[config.mk]
export PLATFORM = sky130hd
export DESIGN_NAME = daq_drain_arbiter
export DESIGN_NICKNAME = d
export VERILOG_FILES = /design/src/rtl/daq_drain_arbiter.sv
export SDC_FILE = /design/constraint.sdc
export NUM_CORES = 1
export LEC_CHECK = 0
export BUFFER_PORTS_ARGS = -buffer_cell sky130_fd_sc_hd__buf_2
export CORE_ASPECT_RATIO = 1.5
export CORE_MARGIN = 4
export CORE_UTILIZATION = 40
export DETAILED_ROUTE_END_ITERATION = 8
export PLACE_DENSITY = 0.74
export SYNTH_ARGS = -nofsm -noshare
export SYNTH_HDL_FRONTEND = slang
export SYNTH_SLANG_ARGS = --single-unit
[constraint.sdc]
create_clock -name clk_i -period 4.1 [get_ports clk_i]
set_input_delay 0.41 -clock clk_i [delete_from_list [all_inputs] [get_ports clk_i]]
set_output_delay 0.41 -clock clk_i [all_outputs]
set_load 0.02 [all_outputs]
[src/rtl/daq_drain_arbiter.sv]
// daq_drain_arbiter
//   Round-robin drain of NREQ packetizer output FIFOs into one USB slave-FIFO
//   write port. Whole packets only; each packet is preceded by a tag word
//   {TAG_HI, 4'h0, source index} so the host can demultiplex sources.
//
// Ports
//   clk_i         system clock (FIFO read side and USB write side)
//   reset_i       synchronous, active-high reset
//   en_i          allow new grants; a packet in progress always completes
//   pkt_avail_i   bit n: FIFO n holds at least one complete packet
//   fifo_db_i     FIFO read data, requester n on [16n+15:16n], valid the
//                 cycle after its rdreq (non-show-ahead)
//   fifo_rdreq_o  read request, one-hot or zero
//   usb_full_i    downstream almost-full (fewer than 3 free slots)
//   usb_wr_o      registered downstream write strobe
//   usb_db_o      registered downstream write data
//   busy_o        high from grant until the packet has fully drained
//   pkt_cnt_o     count of fully forwarded packets, wraps at 16 bits
module daq_drain_arbiter #(
  parameter int unsigned NREQ      = 4,
  parameter int unsigned PKT_WORDS = 16,
  parameter logic [7:0]  TAG_HI    = 8'hA5
) (
  input  logic                clk_i,
  input  logic                reset_i,
  input  logic                en_i,
  input  logic [NREQ-1:0]     pkt_avail_i,
  input  logic [16*NREQ-1:0]  fifo_db_i,
  output logic [NREQ-1:0]     fifo_rdreq_o,
  input  logic                usb_full_i,
  output logic                usb_wr_o,
  output logic [15:0]         usb_db_o,
  output logic                busy_o,
  output logic [15:0]         pkt_cnt_o
);

  localparam int unsigned GW = (NREQ > 1) ? $clog2(NREQ) : 1;

  typedef enum logic [1:0] {
    IDLE  = 2'd0,
    XFER  = 2'd1,
    DRAIN = 2'd2
  } state_t;

  state_t          state_q, state_d;
  logic [GW-1:0]   rr_q, rr_d;
  logic [GW-1:0]   g_q, g_d;
  logic [7:0]      rem_q, rem_d;
  logic            infl_q, infl_d;
  logic            wr_q, wr_d;
  logic [15:0]     db_q, db_d;
  logic [15:0]     cnt_q, cnt_d;

  logic            win_found;
  logic [GW-1:0]   win;
  int unsigned     idx;
  logic            rd_en;

  // First requester at or above the round-robin pointer, wrapping to 0.
  always_comb begin
    win_found = 1'b0;
    win       = rr_q;
    idx       = 0;
    for (int unsigned i = 0; i < NREQ; i++) begin
      idx = 32'(rr_q) + i;
      if (idx >= NREQ) begin
        idx = idx - NREQ;
      end
      if (!win_found && pkt_avail_i[idx]) begin
        win_found = 1'b1;
        win       = GW'(idx);
      end
    end
  end

  assign rd_en = (state_q == XFER) && (rem_q != 8'd0) && !usb_full_i;

  always_comb begin
    fifo_rdreq_o = '0;
    for (int unsigned i = 0; i < NREQ; i++) begin
      fifo_rdreq_o[i] = rd_en && (g_q == GW'(i));
    end
  end

  always_comb begin
    state_d = state_q;
    rr_d    = rr_q;
    g_d     = g_q;
    rem_d   = rem_q;
    cnt_d   = cnt_q;
    wr_d    = 1'b0;
    db_d    = db_q;
    infl_d  = rd_en;

    case (state_q)
      IDLE: begin
        if (en_i && !usb_full_i && win_found) begin
          g_d     = win;
          wr_d    = 1'b1;
          db_d    = {TAG_HI, 4'h0, 4'(win)};
          rem_d   = 8'(PKT_WORDS);
          state_d = XFER;
        end
      end
      XFER: begin
        if (rd_en) begin
          rem_d = rem_q - 8'd1;
          if (rem_q == 8'd1) begin
            state_d = DRAIN;
          end
        end
      end
      DRAIN: begin
        // Completion waits for the last requested word to leave the
        // capture stage; it is written to usb on this same edge.
        if (!infl_q) begin
          cnt_d   = cnt_q + 16'd1;
          rr_d    = (g_q == GW'(NREQ - 1)) ? '0 : g_q + GW'(1);
          state_d = IDLE;
        end
      end
      default: state_d = IDLE;
    endcase

    // Words already requested are always forwarded; the almost-full
    // threshold leaves room for them.
    if (infl_q) begin
      wr_d = 1'b1;
      db_d = fifo_db_i[{g_q, 4'b0000} +: 16];
    end
  end

  always_ff @(posedge clk_i) begin
    if (reset_i) begin
      state_q <= IDLE;
      rr_q    <= '0;
      g_q     <= '0;
      rem_q   <= '0;
      infl_q  <= 1'b0;
      wr_q    <= 1'b0;
      db_q    <= '0;
      cnt_q   <= '0;
    end else begin
      state_q <= state_d;
      rr_q    <= rr_d;
      g_q     <= g_d;
      rem_q   <= rem_d;
      infl_q  <= infl_d;
      wr_q    <= wr_d;
      db_q    <= db_d;
      cnt_q   <= cnt_d;
    end
  end

  assign usb_wr_o  = wr_q;
  assign usb_db_o  = db_q;
  assign busy_o    = (state_q != IDLE);
  assign pkt_cnt_o = cnt_q;

endmodule
==> key figures, run 1 <==
Outcome
  • Status: finished clean

Floorplanning
  • Core Area: roughly 0.0063 mm²
  • IO Pins: 110
  • Initial cell density of the core: around two fifths
  • Die width: roughly 74 µm
  • Die Ht: roughly 110 µm
  • Cell row count: 35
  • Die area: 0.00794 mm²

Setup path
  • Slowest stage delay, CP: 0.50 ns
  • Worst EP required: between 3 and 4 ns
  • CP max stage cell: or3b_2
  • Crit path cell chain: inv_1 > ha_1 > or3b_2 > o21a_1 > and2_1 > buf_2
  • Worst setup path class: reg -> out
  • Crit path max-delay family: simple AND/OR/NAND/NOR gates
  • CP endpoint kind: output port
  • Buf/Inv on CP: 2
  • Crit path DAT: 2.07 ns
  • Max Fanout on Critical Path: 7
  • CP startpoint kind: register

Place
  • Dpl ws: a little under 2 ns
  • Final GP Congestion: between 0.8 and 0.9
  • DP Area: between 0.003 and 0.004 mm²
  • Post-DP HPWL: between 5000 and 6000 µm
  • Input/output buffers: roughly 110

Layout
  • Layout Nets: between 400 and 500
  • Commonest non-fill, non-tap cell in the layout: buf_2
  • Footprint of the multi-input gates: 0.00157 mm²
  • Register Area: approximately 960 µm²
  • Final instance area: 0.00328 mm²
  • Fraction of layout cells with a size suffix above 1: between 30% and 40%
  • # diodes: 0
  • Area grow syn2layout: 25.2%
  • # fillers: ~600
  • Most frequent cells in the layout: buf_2 (109), dfxtp_1 (48), nor2_1 (28), a21oi_1 (25), nand2_1 (21)

Power and ir drop
  • Cell Pwr Density: roughly 260 mW/mm²
  • VDD IR max: between 0.0001 and 0.00015 V
  • Leakage: ~1.4 nW

Timing
  • Fmax achieved: a little over 400 MHz
  • Skew final: roughly 0.003 ns
  • Setup_tns: 0 ns
  • Period utilization: about three fifths
  • Worst Tran Pin Value: approximately 0.85 ns
  • Slew Viols, Final: 0
  • Unrepaired setup endpoints after global routing: false
  • Final Setup Violations: 0
  • Worst Slack Setup Final: around 1.6 ns
  • Hold Vio Cnt, Final: 0
  • Post-layout min period: 2.48 ns
  • Worst slew margin: between 40% and 50%

Drt
  • DR iter-0 viols: 147
  • Pre-antenna DRT Iters: 4
  • # DRC: 0
  • Drt via density: approximately 5.5
  • Detail Route Antenna Nets: 0
  • Vias: roughly 2500
  • Post-Route WL: 6690 µm
  • Routed length per instance: 14.6 µm

Yosys
  • Cells after synthesis: around 280
  • FF+latch count, synth: between 40 and 50
  • Post-synth EDFFs: 0
  • Synth async-reset ratio: 0%
  • Commonest register cell after synthesis: dfxtp_1
  • Seq/Total Area, Yosys: a little under two fifths
  • Synth Cell Area: approximately 0.0026 mm²
  • Post-synthesis net count: about 360
  • Library cells used by synthesis: 48
  • Ys Warns: 0
  • Post-synthesis average cell area: between 9 and 10 µm²

Clock network
  • CTS tree: yes
  • Clk_lat worst skew: 0.29 ns
  • H-tree levels: 2
  • CTS Hold Buffers Added: 0
  • CTS Buf Count: 5
  • Clock sink total: between 40 and 50
  • Clock tree buffer depth: 2
  • Clock-pin slew on the worst setup and hold paths: around 0.080 ns
  • Clock root buffer: clkbuf_8
  • Post CTS Setup Buffer Count: 0
  • Post-cts sizing count: 0

Global routing
  • Initial antenna violation count: 0
  • Vias in the first global route: 2533
  • Grt total ovfl: 0
  • Pin count of the biggest net entering global routing: 46
  • First-pass GRT wire length: between 10000 and 15000 µm
  • Gr usage total: roughly 18%

Worst hold path
  • HP Class: reg -> reg

Job
  • Max cap viols: 0
-- flip-flops by register name (all words and copies together) (netlist names) --
name       cells
pkt_cnt_o     16
usb_db_o      16
usb_wr_o       1
rem_q          8
infl_q         1
g_q            2
rr_q           2
state_q        2
-- stage by stage --
stage,hold WS [ns],power (W),instances,utilization (%)
floorplan,0.448,0.000564,282,-
global placement,0.451,0.000611,451,51.1
detailed placement,0.459,0.000615,451,51.1
CTS,0.471,0.000875,458,52.4
global route,0.493,0.000912,458,52.4
finish,0.468,0.000865,458,52.4
-- power by group --
part / internal (W) / switching (W) / total, W
registers: 0.000474 / 0.00000858 / 0.000483
clock network: 0.000116 / 0.000146 / 0.000263
logic: 0.0000626 / 0.0000569 / 0.000119
total: 0.000653 / 0.000212 / 0.000865
-- cells in the mapped netlist, types with 5 or more instances --
cell,number,area (µm²)
dfxtp_1,48,961
mux4_2,16,360
clkbuf_1,9,33.8
nand2_1,21,78.8
o21ai_0,5,25.0
inv_1,7,26.3
nor3_1,14,70.1
nand3_1,18,90.1
nor2_1,28,105
xor2_1,7,61.3
ha_1,8,100
nand2b_1,5,31.3
a21oi_1,25,125
buf_2,5,25.0
mux2i_1,5,50.1
-- metal layers --
metal	vias up	GRT usage, %	wire length (µm)	share of wire, %
met5	-	0	0	0
met1	1199	20.5	2540	38
met3	14	3.56	407	6.1
met2	83	31.0	3590	54
met4	0	7.38	163	2.4
li1	1235	-	-	-
-- final cells by class --
cell class | instances | share of cell area [%]
multi-input cells | 211 | 47.7
flip-flops and latches | 48 | 29.3
repair buffers | 110 | 16.9
inverters | 8 | 0.915
well taps | 74 | 2.82
clock buffers | 6 | 2.21
clock inverters | 1 | 0.153
-- worst paths after layout --
check                     to  slack, ns  cells after the start        start
max reg2reg           g_q[0]       2.04                      4   state_q[1]
max          fifo_rdreq_o[3]       1.62                      6     rem_q[0]
min reg2reg      usb_db_o[4]       0.47                      2  usb_db_o[4]
min              usb_db_o[4]       0.47                      2  usb_db_o[4]
-- tightest hold or removal path: stages (launching register included) --
cell and delay [ns]:
dfxtp_1 0.31, nand3_1 0.06, a21oi_1 0.06
-- cell families (layout without fill, tap and decap cells) --
logic type	Yosys count	after routing	share of synthesized area [%]
simple gates	125	125	26.0
flops	48	48	36.7
compound gates	46	46	10.6
buf+inv	23	125	3.53
mux	21	21	15.7
xor+xnor	11	11	3.68
fa+ha+maj	8	8	3.82
(Power assumes the default switching activity.)
==> run 2: changes to the inputs <==
- PLACE_DENSITY: 0.74 -> 0.76
- clock period: 4.1 -> 2.15 ns (I/O delays scaled with it)
==> key figures, run 2 (same netlist as run 1, synthesis figures left out) <==
Timing
  • Hold Slack: between 0.2 and 0.3 ns
  • Final Setup Violations: 0
  • Post-layout min period: 2.08 ns
  • Fmax achieved: roughly 480 MHz
  • Slew Viols, Final: 0
  • Hold Vio Cnt, Final: 0
  • Worst slew margin: between 60% and 70%
  • Period utilization: 96.9%
  • Worst Tran Pin Value: 0.515 ns
  • Unrepaired setup endpoints after global routing: false
  • Skew final: 0.00519 ns
  • Setup_tns: 0 ns

Layout
  • Final instance area: roughly 0.0034 mm²
  • Util after Layout: 54.1%
  • Commonest non-fill, non-tap cell in the layout: buf_2
  • Register Area: 963 µm²
  • Area grow syn2layout: 29.4%
  • Layout Nets: 474
  • Fraction of layout cells with a size suffix above 1: roughly 40%
  • # diodes: 0
  • # fillers: between 500 and 600
  • Most frequent cells in the layout: buf_2 (109), dfxtp_1 (46), nor2_1 (28), a21oi_1 (25), nand2_1 (21)
  • Footprint of the multi-input gates: 0.00158 mm²

Power and ir drop
  • Switching pwr: 0.000447 W
  • Internal power: 0.00130 W
  • Logic pwr share: between 10 and 15%
  • Tot Pwr: approximately 0.0017 W
  • Sw Ratio: roughly a quarter
  • Clock Power Share: between 30% and 40%
  • Leakage: 1.42 nW
  • Flop pwr share: 52.6%
  • VDD IR max: approximately 0.00036 V
  • Cell Pwr Density: approximately 520 mW/mm²

Setup path
  • Worst EP required: roughly 1.9 ns
  • Crit path cell chain: inv_1 > ha_1 > or3b_4 > o21a_4 > and2_1 > buf_2
  • Max Fanout on Critical Path: 7
  • Worst setup path class: reg -> out
  • CP endpoint kind: output port
  • Crit path max-delay family: simple AND/OR/NAND/NOR gates
  • CP startpoint kind: register
  • Crit path DAT: ~1.9 ns
  • CP max stage cell: or3b_4
  • Slowest stage delay, CP: 0.40 ns
  • Buf/Inv on CP: 2

Clock network
  • CTS tree: yes
  • CTS Buf Count: 5
  • Clk_lat worst skew: roughly 0.3 ns
  • Clock root buffer: clkbuf_8
  • Clock sink total: 48
  • H-tree levels: 2
  • CTS Hold Buffers Added: 0
  • Clock tree buffer depth: 2
  • Clock-pin slew on the worst setup and hold paths: 0.09 ns

Drt
  • # DRC: 0
  • Pre-antenna DRT Iters: 5
  • Drt via density: 5.48
  • Vias: between 2000 and 3000
  • DR iter-0 viols: around 160
  • Routed length per instance: approximately 16 µm
  • Post-Route WL: 7280 µm
  • Detail Route Antenna Nets: 0

Place
  • Final GP Congestion: 0.870
  • DP Area: between 0.003 and 0.004 mm²
  • Post-DP HPWL: 5650 µm
  • Input/output buffers: roughly 110

Global routing
  • First-pass GRT wire length: ~12000 µm
  • Gr usage total: about a fifth
  • Grt total ovfl: 0
  • Initial antenna violation count: 0
  • Vias in the first global route: 2642
  • Pin count of the biggest net entering global routing: 25

Floorplanning
  • Initial cell density of the core: a little over two fifths
  • Die area: around 0.0079 mm²
  • Core Area: between 0.006 and 0.007 mm²
  • Die Ht: 107 µm
  • IO Pins: 110
  • Cell row count: 35
  • Die width: approximately 74 µm

Worst hold path
  • HP Class: in -> reg

Job
  • Max cap viols: 0

Outcome
  • Status: finished clean
==> run 2: changes by cell type in the layout (fill, tap and decap cells not counted), sizes merged <==
cell,delta
buf,+10
inv,+1
==> run 2: metrics by stage <==
| stage | instances | worst slack [ns] |
|---|---|---|
| floorplan | 282 | 0.412 |
| global placement | 460 | 0.215 |
| detailed placement | 460 | 0.176 |
| CTS | 468 | 0.0144 |
| global route | 469 | 0.00585 |
| finish | 469 | 0.0659 |
==> run 2: routing by layer <==
metal | wire length, µm | global-route usage [%] | vias to the layer above
met3 | 376 | 3.28 | 16
met2 | 4050 | 34.4 | 85
met5 | 0 | 0 | -
li1 | - | - | 1246
met4 | 146 | 7.12 | 0
met1 | 2710 | 21.0 | 1223
==> run 2: final timing paths <==
check | end | cells past startpoint | slack, ns | start
setup / recovery | fifo_rdreq_o[1] | 6 | 0.07 | rem_q[1]
hold reg to reg | usb_db_o[6] | 2 | 0.47 | usb_db_o[6]
hold / removal | state_q[1] | 4 | 0.27 | usb_full_i
setup reg to reg | rem_q[1] | 7 | 0.26 | rem_q[0]
==> run 2: tightest hold or removal path, delay by kind of cell <==
kind,cells,cell delay [ns]
and+or+nand+nor,2,0.15
AOI/OAI and AO/OA,1,0.06
buffers and inverters,1,0.11
==> run 2: power groups by stage <==
stage | clock (W) | combinational [W] | sequential, W
2_1_floorplan | 0 | 0.000128 | 0.000948
3_3_place_gp | 0 | 0.000238 | 0.000939
3_5_place_dp | 0 | 0.000248 | 0.000940
4_1_cts | 0.000591 | 0.000253 | 0.000919
5_1_grt | 0.000620 | 0.000277 | 0.000922
6_report | 0.000574 | 0.000254 | 0.000920
==> run 2: area by class of cell <==
cell class | instances | share of cell area, %
well taps | 74 | 2.73
clock buffers | 6 | 2.44
repair buffers | 120 | 18.5
multi-input cells | 211 | 46.6
flip-flops and latches | 48 | 28.4
inverters | 8 | 0.886
clock inverters | 2 | 0.406
==> run 2: what timing repair did <==
item | 4_1_cts | 5_1_grt
resized for setup | 4 | 3
setup buffers | 0 | 1
setup endpoints to repair | 4 | 4
